--- config.mk ---
export PLATFORM = sky130hd
export DESIGN_NAME = eco_medidor
export DESIGN_NICKNAME = d
export VERILOG_FILES = /design/src/rtl/eco_medidor.sv
export SDC_FILE = /design/constraint.sdc
export NUM_CORES = 1
export LEC_CHECK = 0
export CAP_MARGIN = 40
export CORE_AREA = 2 2 79 81
export CTS_CLUSTER_SIZE = 28
export DETAILED_ROUTE_END_ITERATION = 8
export DIE_AREA = 0 0 81 83
export GPL_TIMING_DRIVEN = 0
export PLACE_DENSITY = 0.69
export SYNTH_ARGS = -nofsm -noshare
export SYNTH_HDL_FRONTEND = slang
export SYNTH_SLANG_ARGS = --single-unit
export TNS_END_PERCENT = 20
--- constraint.sdc ---
create_clock -name CLKOUT1 -period 2.75 [get_ports CLKOUT1]
set_input_delay 0.55 -clock CLKOUT1 [delete_from_list [all_inputs] [get_ports CLKOUT1]]
set_output_delay 0.55 -clock CLKOUT1 [all_outputs]
set_load 0.1 [all_outputs]
--- src/rtl/eco_medidor.sv ---
// eco_medidor: times the ultrasonic echo pulse after a trigger and reports its width in whole cm.
// Latency: valid 4 cycles after the echo pin falls (8 with ECO_FILTRO_EN); timeout WAIT_TIMEOUT cycles after arming.
// Optional glitch filter on the synchronised echo: define ECO_FILTRO_EN. Accepts start only in IDLE.
module eco_medidor #(
  parameter int TICKS_PER_CM = 2900,
  parameter int MAX_CM       = 400,
  parameter int DIST_W       = 9,
  parameter int WAIT_TIMEOUT = 1500000
) (
  input  logic              CLKOUT1,
  input  logic              reset,
  input  logic              start,
  input  logic              echo,
  output logic [DIST_W-1:0] distance,
  output logic              valid,
  output logic              timeout,
  output logic              busy
);

  localparam int PRE_W  = (TICKS_PER_CM > 2) ? $clog2(TICKS_PER_CM) : 1;
  localparam int WAIT_W = (WAIT_TIMEOUT > 2) ? $clog2(WAIT_TIMEOUT) : 1;

  typedef enum logic [1:0] {
    IDLE      = 2'd0,
    WAIT_RISE = 2'd1,
    MEASURE   = 2'd2,
    DONE      = 2'd3
  } state_t;

  state_t              state_q;
  logic [PRE_W-1:0]    pre_q, pre_d;
  logic [DIST_W-1:0]   cm_q, cm_d;
  logic [WAIT_W-1:0]   wait_q, wait_d;
  logic [DIST_W-1:0]   dist_q;
  logic                valid_q, timeout_q, busy_q;

  logic sync1_q, sync2_q, edge_q;
  logic echo_f;
  logic rise, fall;

  // Two-flop synchroniser for the asynchronous echo pin
  always_ff @(posedge CLKOUT1) begin
    if (!reset) begin
      sync1_q <= 1'b0;
      sync2_q <= 1'b0;
    end else begin
      sync1_q <= echo;
      sync2_q <= sync1_q;
    end
  end

`ifdef ECO_FILTRO_EN
  logic       filt_q;
  logic [1:0] filt_cnt_q;

  // Filtered echo follows sync2 only after it has held a new level for 4 cycles
  always_ff @(posedge CLKOUT1) begin
    if (!reset) begin
      filt_q     <= 1'b0;
      filt_cnt_q <= 2'd0;
    end else if (sync2_q != filt_q) begin
      if (filt_cnt_q == 2'd3) begin
        filt_q     <= sync2_q;
        filt_cnt_q <= 2'd0;
      end else begin
        filt_cnt_q <= filt_cnt_q + 2'd1;
      end
    end else begin
      filt_cnt_q <= 2'd0;
    end
  end

  assign echo_f = filt_q;
`else
  assign echo_f = sync2_q;
`endif

  // Delayed copy of the (filtered) echo for edge detection
  always_ff @(posedge CLKOUT1) begin
    if (!reset) begin
      edge_q <= 1'b0;
    end else begin
      edge_q <= echo_f;
    end
  end

  assign rise = echo_f & ~edge_q;
  assign fall = ~echo_f & edge_q;

  // One echo-high cycle worth of counting: prescaler wraps into a saturating cm count
  always_comb begin
    pre_d  = pre_q + PRE_W'(1);
    cm_d   = cm_q;
    wait_d = wait_q + WAIT_W'(1);
    if (pre_q == PRE_W'(TICKS_PER_CM - 1)) begin
      pre_d = '0;
      if (cm_q < DIST_W'(MAX_CM)) begin
        cm_d = cm_q + DIST_W'(1);
      end
    end
  end

  // Measurement FSM with registered strobes, busy and result
  always_ff @(posedge CLKOUT1) begin
    if (!reset) begin
      state_q   <= IDLE;
      pre_q     <= '0;
      cm_q      <= '0;
      wait_q    <= '0;
      dist_q    <= '0;
      valid_q   <= 1'b0;
      timeout_q <= 1'b0;
      busy_q    <= 1'b0;
    end else begin
      valid_q   <= 1'b0;
      timeout_q <= 1'b0;
      case (state_q)
        IDLE: begin
          if (start) begin
            state_q <= WAIT_RISE;
            busy_q  <= 1'b1;
            wait_q  <= '0;
            pre_q   <= '0;
            cm_q    <= '0;
          end
        end
        WAIT_RISE: begin
          // The rise cycle is the first high cycle of the pulse, so it is counted here
          if (rise) begin
            state_q <= MEASURE;
            pre_q   <= pre_d;
            cm_q    <= cm_d;
          end else if (wait_q == WAIT_W'(WAIT_TIMEOUT - 1)) begin
            state_q   <= IDLE;
            busy_q    <= 1'b0;
            timeout_q <= 1'b1;
          end else begin
            wait_q <= wait_d;
          end
        end
        MEASURE: begin
          if (fall) begin
            state_q <= DONE;
          end else if (echo_f) begin
            pre_q <= pre_d;
            cm_q  <= cm_d;
          end
        end
        DONE: begin
          dist_q  <= cm_q;
          valid_q <= 1'b1;
          state_q <= IDLE;
          busy_q  <= 1'b0;
        end
        default: begin
          state_q <= IDLE;
          busy_q  <= 1'b0;
        end
      endcase
    end
  end

  assign distance = dist_q;
  assign valid    = valid_q;
  assign timeout  = timeout_q;
  assign busy     = busy_q;

endmodule

# Yosys cells after proc, flatten, opt, wreduce, memory -nomap -nowiden

Index checks and enable logic that the tools add are counted.
Widths: inputs -> output; s select.

Multiplexer cells: 28
Eq/ne operators: 14
Reduce and logical (&&, ||, !) cells: 9
$add $sub $neg: 3
$lt $le $gt $ge: 1
Bitwise logic cells: 6

Operators by type and width:

| kind                  | number |
|---|---|
| $mux 21               | 3 |
| $mux 12               | 5 |
| $mux 9                | 6 |
| $pmux 21 s2           | 1 |
| $pmux 12 s3           | 1 |
| $pmux 9 s3            | 1 |
| $add 21x1->21 const B | 1 |
| $eq 21x21->1 const B  | 1 |
| $ne 2x2->1 const B    | 8 |
| $add 12x1->12 const B | 1 |
| $eq 12x12->1 const B  | 1 |
| $add 9x1->9 const B   | 1 |
| $lt 9x9->1 const B    | 1 |
| $mux 2                | 4 |
| $pmux 2 s4            | 1 |
| $reduce_and 4->1      | 2 |
| $reduce_bool 3->1     | 2 |
| $mux 1                | 5 |
| $reduce_and 5->1      | 1 |
| $eq 2x2->1 const B    | 2 |
| $not 1->1             | 4 |
| $ne 3x3->1 const B    | 1 |
| $pmux 1 s3            | 1 |
| $reduce_and 3->1      | 1 |
| 5 further kinds       | 6 |

Word-level logic and storage cells: 72
Register bits after elaboration: 59
Input port bits: 4
Output and inout bits: 12

# Longest topological paths before layout

Gate-level depths: netlist of run 1.

Depth in word-level cells: 6
Gate-level depth with buffers: 9
Gate-level depth less buffers: 7

# Least setup slack after synthesis of run 1

OpenSTA, ideal clock, no wires.

Path kind: register -> register
Start point: register wait_q[0]
End point: register (tool-made name)
Arrival: 1.929 ns
Cell stages (with the launch flop): 7
Clock period less this slack: 2.001 ns
Buffers on the path: 0
Path slack: 0.749 ns
Path through: dfxtp_1 > ha_1 > nand4_1 > or4b_1 > a2111o_1 > a21oi_1 > mux2i_1

RTL lines:

| what                     | RTL line | RTL |
|---|---|---|
| start: declaration       | 33       | `logic [WAIT_W-1:0] wait_q, wait_d;` |
| start signal: assignment | 138      | `wait_q <= wait_d;` |

# Final worst setup path of run 1

Start point: register state_q[0]
End point: register pre_q[7]

Longest elaborated chain between the ends: 3
Elaborated cells between the ends (all ways): 10
Classes of those cells: 6 x eq/ne; 1 x mux; 3 x reduce/logical

RTL lines:

| what                                                             | RTL line | RTL |
|---|---|---|
| start: declaration                                               | 30       | `state_t state_q;` |
| start signal: assignment                                         | 106      | `state_q <= IDLE;` |
| start signal: assignment                                         | 120      | `state_q <= WAIT_RISE;` |
| start signal: assignment                                         | 130      | `state_q <= MEASURE;` |
| $eq 2x2->1, or another cell as far along                         | 117      | `case (state_q)` |
| $ne 2x2->1 (no line) / $reduce_bool 3->1 (equally long branches) | n/a      |  |
| $reduce_and 5->1 (no line)                                       | n/a      |  |
| end signal: assignment                                           | 131      | `pre_q <= pre_d;` |
| end signal: assignment                                           | 145      | `pre_q <= pre_d;` |
| end: declaration                                                 | 31       | `logic [PRE_W-1:0] pre_q, pre_d;` |

Several ways; a longest one is shown, not always the timed one.
A chain may end at the register's enable or synchronous reset.

==> results.toml, run 1 <==
[synthesis]
synth_area_leaders = "dfxtp_1 (42%), xor2_1 (9.6%), nor2_1 (5.7%)"
synth_top_cells_by_count = "dfxtp_1 (59), nor2_1 (43), xor2_1 (31), nand2_1 (22), nand4_1 (19)"
avgSynthCellArea_um2 = 9.02
synth_flop_cell = "dfxtp_1"
ys_warn_count = 0
synth-seq-area-share_pct = 41.7
synth_top_area_share_pct = 41.7
synth_most_common_cell = "dfxtp_1"
netlist_instances = 314
synth_fp_nets = 325
synth.distinct_cells = 44
ys_ff_latch = 59
yosysTopAreaCell = "dfxtp_1"
synth-edff-count = 0
synthArstFlopShare_pct = 0
syn_area_mm2 = 0.00283

[global_routing]
overflow = 0
grt_usage_pct = 18.3
grt_pass1_vias = 2088
grt_max_degree = 11
antenna_found_initial = 0
grt_pass1_wl_um = 9630

[clock_tree]
post_cts_buffers = 0
cts_buffers = 9
cts_tree = "yes"
cts_sinks = 59
cts_root_buf = "clkbuf_8"
clkTransAtPathRegs_ns = 0.06
clock_latency_ns = 0.34
cts_hold_buffers = 0
cts_buffer_depth = 2
postCtsResizedCells = 0
h-tree-depth = 3

[power]
switching_share_pct = 29.8
pwr-share-seq_pct = 43.7
p_sw_uw = 626
ir_drop_mv = 0.359
power.total_mw = 2.10
clockPowerShare_pct = 37.1
share_comb_of_total_power_pct = 19.3
power_density_mw_per_mm2 = 606
power.leakage_nw = 1.24
internal-power_mw = 1.47

[worst_setup_path]
end_kind = "flop"
start_kind = "flop"
cp_cell_sequence = "inv_1, ha_1, nor2b_1, clkbuf_1, nor4b_1, nand4_1, xor2_1, nor2_1"
cp_data_required_time_ns = 2.98
cpMaxStageDelayCell = "nor4b_1"
regToRegSetupSlack_ns = 0.44
critPathKind = "reg2reg"
worstPathArrival_ns = 2.54
reg2regPathDepth = 8
critPathMaxStageDelay_ns = 0.73
crit_fanout = 8

[timing]
clock_skew_ns = 0.00519
rsz0062_at_grt = "false"
timing.fmax_mhz = 433
setup_tns_ns = 0
min_period_ns = 2.31
worstMarginPinSlew_ns = 0.871
maxSlewHeadroom_pct = 41.5
finalMaxSlewViolations = 0
setup_violations = 0
period_share_pct = 84.0
finalHoldViolCount = 0

[detailed_routing]
drt_iter0_markers = 138
routedWlPerCell_um = 13.2
drt-met1-wl_um = 2920
totalWireLength_um = 5700
routed-wl-met3_um = 223
drc = 0
via_per_inst = 5.35
dr.pass1.iters = 4
vias = 2313
ant_nets = 0
wl_met2_um = 2420
topRoutingLayerUsed = "met4"

[floorplanning]
dieHeight_um = 83
row_count = 28
die_x_um = 81
dieArea_mm2 = 0.00672
floorplan.initialDensity_pct = 48.7
top_level_ports = 16
coreArea_mm2 = 0.00582

[place]
dp_hpwl_um = 3990
place.gp.congestion = 0.840
placed_area_mm2 = 0.00327
port_buffers = 15

[final_layout]
fin_nets = 363
fin_area_mm2 = 0.00346
num_antenna_cells = 0
drive_gt1_share_pct = 10.6
seqCellArea_mm2 = 0.00118
multi_input_area_mm2 = 0.00159
area_growth_pct = 22.3
fillers = 513

[job]
maxCapViolations = 0

[run_status]
status = "finished clean"

[hold_path]
min_path_cells = 1
hold_class = "reg2reg"
-- path summary, 6_finish.rpt --
kind	from	end
worst min-delay path	sync1_q	echo_f
worst max-delay path	state_q[0]	pre_q[7]
worst max register to register	state_q[0]	pre_q[7]
worst min register to register	sync1_q	echo_f
-- worst max-delay path: cells and delay by family (launching register included) --
| family | cells | cell delay, ns |
|---|---|---|
| and+or+nand+nor | 4 | 1.11 |
| DFF | 1 | 0.38 |
| buffers and inverters | 2 | 0.30 |
| adders and majority gates | 1 | 0.25 |
| xor gates and xnor gates | 1 | 0.17 |
-- logic make-up after synthesis --
| logic type | synth area share (%) |
|---|---|
| AOI/OAI and AO/OA | 7.65 |
| xor gates and xnor gates | 10.2 |
| adders and majority gates | 3.09 |
| buffers and inverters | 2.16 |
| DFF | 41.7 |
| muxes | 4.24 |
| and+or+nand+nor | 30.9 |
-- per-layer routing --
metal,track usage (%),up-vias
met4,9.40,0
li1,-,1186
met2,25.1,49
met3,4.46,10
met5,0,-
met1,26.3,1068
-- sequential cells by signal, indices dropped and copies added (netlist names), named ones only --
signal    flops
pre_q        12
wait_q       21
state_q       1
cm_q          9
sync1_q       1
busy          1
distance      9
timeout       1
edge_q        1
valid         1
echo_f        1
-- stage by stage --
step | hold WS [ns] | std cells | setup slack [ns] | util [%]
2_1_floorplan | 0.412 | 314 | 0.749 | -
3_3_place_gp | 0.419 | 404 | 0.184 | 52.9
3_5_place_dp | 0.418 | 416 | 0.206 | 56.2
4_1_cts | 0.433 | 432 | 0.469 | 59.5
5_1_grt | 0.454 | 432 | 0.273 | 59.5
6_report | 0.432 | 432 | 0.441 | 59.5
-- final cells by class --
type,instances,share of cell area [%]
inverters,4,0.434
plain buffers,9,1.34
clock buffers,11,4.08
repair buffers,27,9.90
flip-flops and latches,59,34.1
clock inverters,5,1.52
well taps,75,2.71
multi-input cells,242,45.9
-- layout by cell type, fill, tap and decap left out, types with 2 or more instances in the layout --
| cell | count |
|---|---|
| and3_1 | 9 |
| nand2b_1 | 2 |
| o21a_1 | 3 |
| clkbuf_8 | 10 |
| and4_1 | 3 |
| o21ai_0 | 5 |
| xor2_1 | 31 |
| clkbuf_1 | 7 |
| a21oi_1 | 8 |
| nor4_1 | 2 |
| ha_1 | 7 |
| and3_2 | 2 |
| nor3_1 | 7 |
| xnor2_1 | 2 |
| or4b_1 | 2 |
| o21ai_1 | 2 |
| clkinv_2 | 3 |
| nand4_1 | 19 |
| a31oi_1 | 2 |
| and2_1 | 6 |
| nor2_1 | 43 |
| buf_8 | 11 |
| buf_4 | 2 |
| nor2b_1 | 11 |
| nand2_1 | 22 |
| dfxtp_1 | 59 |
| nand3_1 | 18 |
| mux2i_1 | 12 |
| or3_1 | 5 |
| nor4b_1 | 3 |
| inv_1 | 4 |
| clkdlybuf4s50_1 | 15 |
| nor4bb_1 | 2 |
-- power by group through the flow --
stage          sequential, mW  clock, mW  combinational, mW
6_report                0.916      0.777              0.404
5_1_grt                 0.920      0.831              0.449
4_1_cts                 0.916      0.797              0.406
3_5_place_dp            0.935          0              0.404
3_3_place_gp            0.934          0              0.385
2_1_floorplan           0.962          0              0.272
Note: power is estimated with default switching activity, not from simulation.
==> run 2: changes to the inputs <==
- PLACE_DENSITY: 0.69 -> 0.71
- clock period: 2.75 -> 2 ns (I/O delays scaled with it)
==> run 2 against run 1 <==
Compared with the run above: combinational power increased by 82%; the run now ends with negative setup slack left; non-clock buffer count increased by 13; die area unchanged; clock skew about the same; utilization increased by 4.1 points; largest cell class unchanged; count of clock-buffer cells in the layout increased by 2; largest power group unchanged; first-iteration DRC count increased by 35%; critical path type unchanged.
==> results.toml, run 2 (synthesized netlist as in run 1, its figures left out) <==
[final_layout]
top_register = "wait_q"
utilization_pct = 63.7
area_growth_pct = 30.8
fin_nets = 377
fin_area_mm2 = 0.00370
drive_gt1_share_pct = 20.3
largest_reg_flops = 21
num_antenna_cells = 0
top_regs = "wait_q (21), pre_q (12)"
final_cell_mix = "dfxtp_1 (53), nor2_1 (42), xor2_1 (31), nand2_1 (21), nand4_1 (19)"
final_common_cell = "dfxtp_1"

[worst_setup_path]
r2r-start = "wait_q[0]"
critPathLaunch = "wait_q[0]"
cp_data_required_time_ns = 2.27
end_kind = "flop"
critPathTopFamily = "simple AND/OR/NAND/NOR gates"
critPathMaxStageDelay_ns = 0.54
critPathKind = "reg2reg"
cpMaxStageDelayCell = "or4b_4"
reg2regPathDepth = 6
regToRegSetupSlack_ns = -0.07
crit_fanout = 6
start_kind = "flop"
cp_cell_sequence = "ha_4, nand4_1, or4b_4, a2111o_1, a21oi_2, mux2i_1"
cp.depth = 6
worstPathArrival_ns = 2.34
path_buf_inv = 0

[detailed_routing]
via_per_inst = 5.47
drc = 0
dr.pass1.iters = 4
totalWireLength_um = 6240
vias = 2436
routedWlPerCell_um = 14.0
drt_iter0_markers = 186
ant_nets = 0

[clock_tree]
cts_tree = "yes"
clock_latency_ns = 0.34
cts_buffer_depth = 2
cts_sinks = 59
clkTransAtPathRegs_ns = 0.06
cts_buffers = 9
cts_hold_buffers = 0
h-tree-depth = 3
cts_root_buf = "clkbuf_8"

[timing]
finalMaxSlewViolations = 0
worstMarginPinSlew_ns = 0.668
maxSlewHeadroom_pct = 55.5
period_share_pct = 103
min_period_ns = 2.07
rsz0062_at_grt = "true"
finalHoldViolCount = 0
clock_skew_ns = 0.00503
setup_violations = 2
fin_ws_ns = -0.0685
timing.fmax_mhz = 483

[global_routing]
antenna_found_initial = 0
grt_usage_pct = 19.3
grt_max_degree = 11
grt_pass1_wl_um = 10200
overflow = 0
grt_pass1_vias = 2210

[hold_path]
hold_class = "reg2reg"

[floorplanning]
dieArea_mm2 = 0.00672
dieHeight_um = 83
coreArea_mm2 = 0.00582
floorplan.initialDensity_pct = 48.7
die_x_um = 81
top_level_ports = 16
row_count = 28

[place]
dp_hpwl_um = 4010
placed_area_mm2 = 0.00326
port_buffers = 15
place.gp.congestion = 0.843

[power]
power_density_mw_per_mm2 = 832
power.total_mw = 3.08
ir_drop_mv = 0.587
power.leakage_nw = 1.33

[job]
maxCapViolations = 0

[run_status]
status = "finished, violations left"
violations = "negative setup slack"
run 2: cell count changes in the layout (fill, tap and decap cells not counted), sizes merged:
cell | before | now
clkinv | 3 | 1
buf | 14 | 28
o21ai | 8 | 9
clkbuf | 17 | 18
clkinvlp | 1 | 0
run 2: worst min path at each step:
stage | cells after the start | endpoint | slack, ns | start
floorplan | 1 | echo_f | 0.41 | sync1_q
global placement | 1 | echo_f | 0.42 | sync1_q
detailed placement | 1 | echo_f | 0.42 | sync1_q
CTS | 1 | echo_f | 0.43 | sync1_q
global route | 1 | echo_f | 0.47 | sync1_q
finish | 1 | echo_f | 0.43 | sync1_q
run 2: layer usage:
layer  wire length, um  part of all wire (%)  up-vias  GRT usage (%)
met1              3010                    48     1150           26.8
met3               279                   4.5        6           3.04
li1                  -                     -     1218              -
met4                87                   1.4        0           11.2
met2              2860                    46       62           28.1
met5                 0                     0        -              0
run 2: stage by stage:
step | cells | setup TNS (ns) | hold WS (ns) | setup WS, ns
2_1_floorplan | 314 | 0 | 0.412 | 0.000381
3_3_place_gp | 404 | -12.05 | 0.422 | -0.414
3_5_place_dp | 416 | -12.03 | 0.418 | -0.400
4_1_cts | 433 | -2.19 | 0.432 | -0.122
5_1_grt | 445 | -0.815 | 0.467 | -0.198
6_report | 445 | -0.0902 | 0.434 | -0.0685
run 2: area by class of cell:
cell class	count	area, um^2
sequential	59	1200
buffer	8	52.6
inverter	4	15.0
fill	496	2110
clock inverter	2	35.0
timing repair buffer	41	443
multi-input combinational	243	1710
clock buffer	13	159
tap	75	93.8
run 2: what timing repair did:
action | 4_1_cts | 5_1_grt
gates cloned | 0 | 1
resized for setup | 16 | 26
hold endpoints to repair | 0 | 0
buffers inserted | 2 | 12
setup endpoints to repair | 46 | 45
pin swaps | 2 | 14
run 2: where the power goes:
group | internal (mW) | leakage, nW | switching, mW
Combinational | 0.312 | 0.747 | 0.423
Clock | 0.635 | 0.0995 | 0.448
Sequential | 1.22 | 0.480 | 0.0444
run 2: worst register-to-register path, delay by kind of cell (launching register included):
family,cells,cell delay [ns]
DFF,1,0.38
adders and majority gates,1,0.14
muxes,1,0.20
and+or+nand+nor,2,0.71
AOI/OAI and AO/OA,2,0.58
